==> src/rtl/iq_mixer_cic.sv <==
// 1-bit RF x NCO quadrature mixer feeding a 3rd-order, differential-delay-1 CIC decimator per rail.
// The I rail mixes with cos and the Q rail with sin; both rails share one decimation counter and strobe pipeline.
module iq_mixer_cic #(
    parameter int BITS       = 8,
    parameter int DECIM_LOG2 = 6,
    parameter int OUT_BITS   = 16
) (
    input  logic                       CLK,
    input  logic                       RST,
    input  logic                       rf_in,
    input  logic signed [BITS-1:0]     sin,
    input  logic signed [BITS-1:0]     cos,
    output logic signed [OUT_BITS-1:0] i_out,
    output logic signed [OUT_BITS-1:0] q_out,
    output logic                       out_valid
);

    localparam int W    = BITS + 1 + 3 * DECIM_LOG2;
    localparam int NSTG = 3;

    logic [DECIM_LOG2-1:0] cnt_q;
    logic [DECIM_LOG2-1:0] cnt_d;
    logic                  strobe;
    logic [NSTG:0]         en_q;
    logic                  valid_q;

    always_comb begin
        cnt_d = cnt_q + 1'b1;
    end

    assign strobe = &cnt_q;

    // en_q[s-1] advances comb stage s; en_q[NSTG] loads the output registers.
    always_ff @(posedge CLK or posedge RST) begin
        if (RST) begin
            cnt_q   <= '0;
            en_q    <= '0;
            valid_q <= 1'b0;
        end else begin
            cnt_q   <= cnt_d;
            en_q    <= {en_q[NSTG-1:0], strobe};
            valid_q <= en_q[NSTG];
        end
    end

    assign out_valid = valid_q;

    for (genvar gi = 0; gi < 2; gi++) begin : g_rail
        logic signed [BITS-1:0]     lo;
        logic signed [BITS:0]       lo_ext;
        logic signed [BITS:0]       mix_d;
        logic signed [BITS:0]       mix_q;
        logic signed [W-1:0]        integ_q [NSTG];
        logic signed [W-1:0]        comb_q  [NSTG+1];
        logic signed [W-1:0]        dly_q   [NSTG];
        logic signed [OUT_BITS-1:0] out_q;

        assign lo     = (gi == 0) ? cos : sin;
        assign lo_ext = {lo[BITS-1], lo};

        // One extra bit makes negating the most negative NCO code exact.
        always_comb begin
            mix_d = rf_in ? lo_ext : -lo_ext;
        end

        always_ff @(posedge CLK or posedge RST) begin
            if (RST) begin
                mix_q <= '0;
                out_q <= '0;
                for (int s = 0; s < NSTG; s++) begin
                    integ_q[s] <= '0;
                    dly_q[s]   <= '0;
                end
                for (int s = 0; s <= NSTG; s++) begin
                    comb_q[s] <= '0;
                end
            end else begin
                mix_q      <= mix_d;
                integ_q[0] <= integ_q[0] + {{(W-BITS-1){mix_q[BITS]}}, mix_q};
                for (int s = 1; s < NSTG; s++) begin
                    integ_q[s] <= integ_q[s] + integ_q[s-1];
                end
                if (strobe) begin
                    comb_q[0] <= integ_q[NSTG-1];
                end
                // Integrator wrap is cancelled here as long as W covers the full CIC gain.
                for (int s = 1; s <= NSTG; s++) begin
                    if (en_q[s-1]) begin
                        comb_q[s]  <= comb_q[s-1] - dly_q[s-1];
                        dly_q[s-1] <= comb_q[s-1];
                    end
                end
                if (en_q[NSTG]) begin
                    out_q <= comb_q[NSTG][W-1 -: OUT_BITS];
                end
            end
        end
    end

    assign i_out = g_rail[0].out_q;
    assign q_out = g_rail[1].out_q;

endmodule
==> config.mk <==
export PLATFORM = sky130hd
export DESIGN_NAME = iq_mixer_cic
export DESIGN_NICKNAME = d
export VERILOG_FILES = /design/src/rtl/iq_mixer_cic.sv
export SDC_FILE = /design/constraint.sdc
export NUM_CORES = 2
export LEC_CHECK = 0
export ABC_AREA = 1
export BUFFER_PORTS_ARGS = -buffer_cell sky130_fd_sc_hd__buf_2
export CAP_MARGIN = 5
export CELL_PAD_IN_SITES_DETAIL_PLACEMENT = 0
export CELL_PAD_IN_SITES_GLOBAL_PLACEMENT = 2
export CORE_MARGIN = 4
export CORE_UTILIZATION = 33
export CTS_CLUSTER_DIAMETER = 100
export DETAILED_ROUTE_END_ITERATION = 12
export PLACE_DENSITY_LB_ADDON = 0.2
export SYNTH_ARGS = -nofsm -noshare
export SYNTH_HDL_FRONTEND = slang
export SYNTH_SLANG_ARGS = --single-unit
==> constraint.sdc <==
create_clock -name CLK -period 33.3 [get_ports CLK]
set_clock_uncertainty 0.15 [all_clocks]
set_input_delay 9.99 -clock CLK [delete_from_list [all_inputs] [get_ports CLK]]
set_output_delay 9.99 -clock CLK [all_outputs]
set_load 0.1 [all_outputs]
=== Word-level counts from Yosys, hierarchy flattened ===
Cells that the tools add are included.

* Add/sub/neg operators: 15
* Multiplexer cells: 2
* Reduce and logical (&&, ||, !) cells: 1

{| class="wikitable"
|+ Operators by type and width
! cell !! count
|-
| 27-bit adder || 6
|-
| 27-bit subtractor || 6
|-
| 9-bit two-way mux || 2
|-
| 8-bit negation with 9-bit output || 2
|-
| 6-bit by 1-bit adder with 6-bit output, second input constant || 1
|-
| 6-bit AND reduction || 1
|}

* Flip-flop bits (word level): 601
* Output and inout bits: 33
* Logic and storage cells: 45

=== Logic depth before layout (Yosys ltp) ===
* Depth in word-level cells: 2
* Depth in mapped cells: 15

=== Worst setup path after synthesis ===
Ideal clock, no wire load.

* Path type: in2reg
* Start: in sin[1]
* End: reg g_rail[1].mix_q[8]
* Library setup time: 0.139 ns
* Arrival time: 10.867 ns
* Path slack: 22.143 ns
* Cell stages on the path: 6
* Path buffers: 0
* Cells stage by stage: inv_1 > ha_1 > nand2_1 > or2_2 > o311ai_0 > o21ai_0

* Word-level cells in the longest chain between the ends: 2

{| class="wikitable"
|+ Ends and longest elaborated chain
! what !! RTL line !! RTL
|-
| start: declaration || 11 || <nowiki>input logic signed [BITS-1:0] sin,</nowiki>
|-
| 8-bit negation with 9-bit output || 63 || <nowiki>mix_d = rf_in ? lo_ext : -lo_ext;</nowiki>
|-
| 9-bit two-way mux || 63 ||
|-
| net g_rail[1].mix_d[8] || 51 || <nowiki>logic signed [BITS:0] mix_d;</nowiki>
|-
| end signal: assignment || 78 || <nowiki>mix_q <= mix_d;</nowiki>
|-
| end: declaration || 52 || <nowiki>logic signed [BITS:0] mix_q;</nowiki>
|}

The timed path passes the listed nets, and every way through them passes these cells.
A chain may end at the register's enable or synchronous reset.

==> results.toml <==
[status]
status = "finished clean"

[clock_tree]
tritoncts = "built"
numCtsBuffers = 74
postCtsSetupBuffers = 0
hold_buffers = 0
htreeDepth = 3
cts.repair.resized = 0
root_buffer = "clkbuf_16"
clock_sink_count = 579
ctsLongestPathBuffers = 3
clk_pin_slew_ns = 0.06
insertion_delay_ns = 0.64

[detailed_routing]
firstDrtPassIters = 5
wire_per_inst_um = 14.72
detail_route.wirelength_um = 107800
ant_nets = 0
drc = 0
viasPerCell = 4.618
drt_iter0_drc = 1563
via_count = 33820

[critical_path]
start_kind = "primary input"
cp_max_fo = 85
end_kind = "asynchronous set/reset pin"
critPathRequiredTime_ns = 33.79
path_class = "primary input to asynchronous set/reset pin"
crit_arrival_ns = 12.73

[sta]
setup_viol = 0
slew_viol_final = 0
tns_ns = 0
period_share = 0.3677
final_hold_viol_count = 0
rsz0062_at_grt = "false"
max_freq_ghz = 0.08166
tightest_slew_ns = 0.8969
period_needed_ns = 12.25
slew_headroom = 0.4021

[layout]
drive_gt1_frac = 0.06461
fin_area_sq_um = 44570
area_growth_pct = 11.52
final_cell_mix = "nand2_1, inv_1, dfrtp_1"
layout_commonest_cell = "nand2_1"
diodes = 0
nets = 5995
fill_cells = 13100

[logic_synthesis]
synth_cell_types = 47
synth_flop_cell = "dfrtp_1"
synth-edff-count = 0
syn_area_sq_um = 39970
avgSynthCellArea_sq_um = 7.155
async_reset_ff_frac = 1.000
yosys_warnings = 0
ys_seq_elements = 579
synthCells = 5586
yosysSeqAreaShare = 0.3625
syn-num-nets = 5928

[die]
start_util = 0.3327
die_y_um = 356.0
io_pins = 52
die-area_sq_um = 126700
coreArea_sq_um = 120100
die_w_um = 356.0
rows = 127

[placement]
place.gp.congestion = 0.8408
dp_hpwl_um = 86310
post_dp_cell_area_sq_um = 42070
port_buffers = 51

[global_routing]
grt_max_degree = 141
grt-ovfl-total = 0
antenna_found_initial = 0
track_usage = 0.1717
grt_pass1_vias = 34400
grt_pass1_wl_um = 177900

[worst_hold_path]
hp-class = "flip-flop to flip-flop"

[flow_run]
max_cap_viol_count = 0

[power]
p_per_area_nw_per_um2 = 74.14
ir_drop_mv = 0.04337
leakagePower_uw = 0.02416
-- Yosys cell counts, drive strengths merged (26+ instances only) --
master | number | area share
nand3b | 26 | 0.0053
mux2 | 77 | 0.022
ha | 313 | 0.098
xor2 | 119 | 0.026
nor2 | 400 | 0.039
o21ai | 330 | 0.042
clkbuf | 38 | 0.0036
inv | 827 | 0.078
nor3 | 72 | 0.0096
nand2 | 1868 | 0.18
xnor2 | 64 | 0.014
o21bai | 45 | 0.0085
buf | 37 | 0.0044
dfrtp | 579 | 0.36
a21oi | 292 | 0.037
nand3 | 332 | 0.042
nand4 | 84 | 0.013
-- worst max-delay path, cell delays in order --
cell   delay [ns]
buf_2        0.13
inv_8        0.39
buf_4        0.59
buf_4        0.68
buf_4        0.81
-- registers in the layout, summed over array words and instances, names as in the netlist --
signal          flops
q_out              16
i_out              16
cnt_q               6
en_q                4
g_rail.mix_q       18
out_valid           1
g_rail.integ_q    162
g_rail.dly_q      162
g_rail.comb_q     194
-- cell families (layout without fill, tap and decap cells) --
logic type | Yosys count | count (layout) | share of synthesized area
mux | 77 | 77 | 0.02169
xor+xnor | 183 | 183 | 0.04010
buf+inv | 904 | 1029 | 0.08584
simple gates | 2811 | 2811 | 0.2917
fa+ha+maj | 323 | 323 | 0.1030
flops | 579 | 579 | 0.3625
compound gates | 709 | 709 | 0.09517
-- layout make-up --
cell class	instances	area, sq um	area share
Timing Repair Buffer	66	380.4	0.008534
Clock inverter	33	406.6	0.009124
Sequential cell	579	14500	0.3253
Tap cell	1612	2017	0.04525
Inverter	829	3119	0.06998
Multi-Input combinational cell	4103	22050	0.4948
Clock buffer	101	2095	0.04699
-- metal layers --
layer	wire length [um]	vias up	GRT usage
li1	-	18030	-
met1	50110	15280	0.2185
met2	51770	323	0.3016
met3	2183	192	0.01878
met4	3754	0	0.06016
met5	0	-	0
-- path summary, 6_finish.rpt --
kind                            depth (start not counted)  slack, ns               start               endpoint
worst min-delay path                                    1       0.30            cnt_q[0]               cnt_q[0]
worst max register to register                          9      30.60  g_rail[0].mix_q[8]  g_rail[0].integ_q[79]
worst min register to register                          1       0.30            cnt_q[0]               cnt_q[0]
worst max-delay path                                    5      21.05                 RST   g_rail[0].comb_q[86]
min in group asynchronous                               2       9.26                 RST    g_rail[1].dly_q[22]
max in group CLK                                        1      21.74            i_out[8]               i_out[8]
-- per-stage QoR --
stage	setup WS, ns	util	instances	hold WS [ns]	power [uW]
global placement	20.19	0.3502	7189	0.2916	2497
finish	21.05	0.3710	7323	0.3040	3304
floorplan	6.961	-	5586	0.1987	2097
detailed placement	20.19	0.3502	7189	0.2952	2509
CTS	20.88	0.3710	7323	0.3055	3358
global route	20.54	0.3710	7323	0.3351	3600
-- report_power, final --
group	switching, uW	internal [uW]	total [uW]
clock network	326	497	823
registers	95.7	837	933
logic	999	549	1550
total	1420	1880	3300
Note: power is estimated with default switching activity, not from simulation.
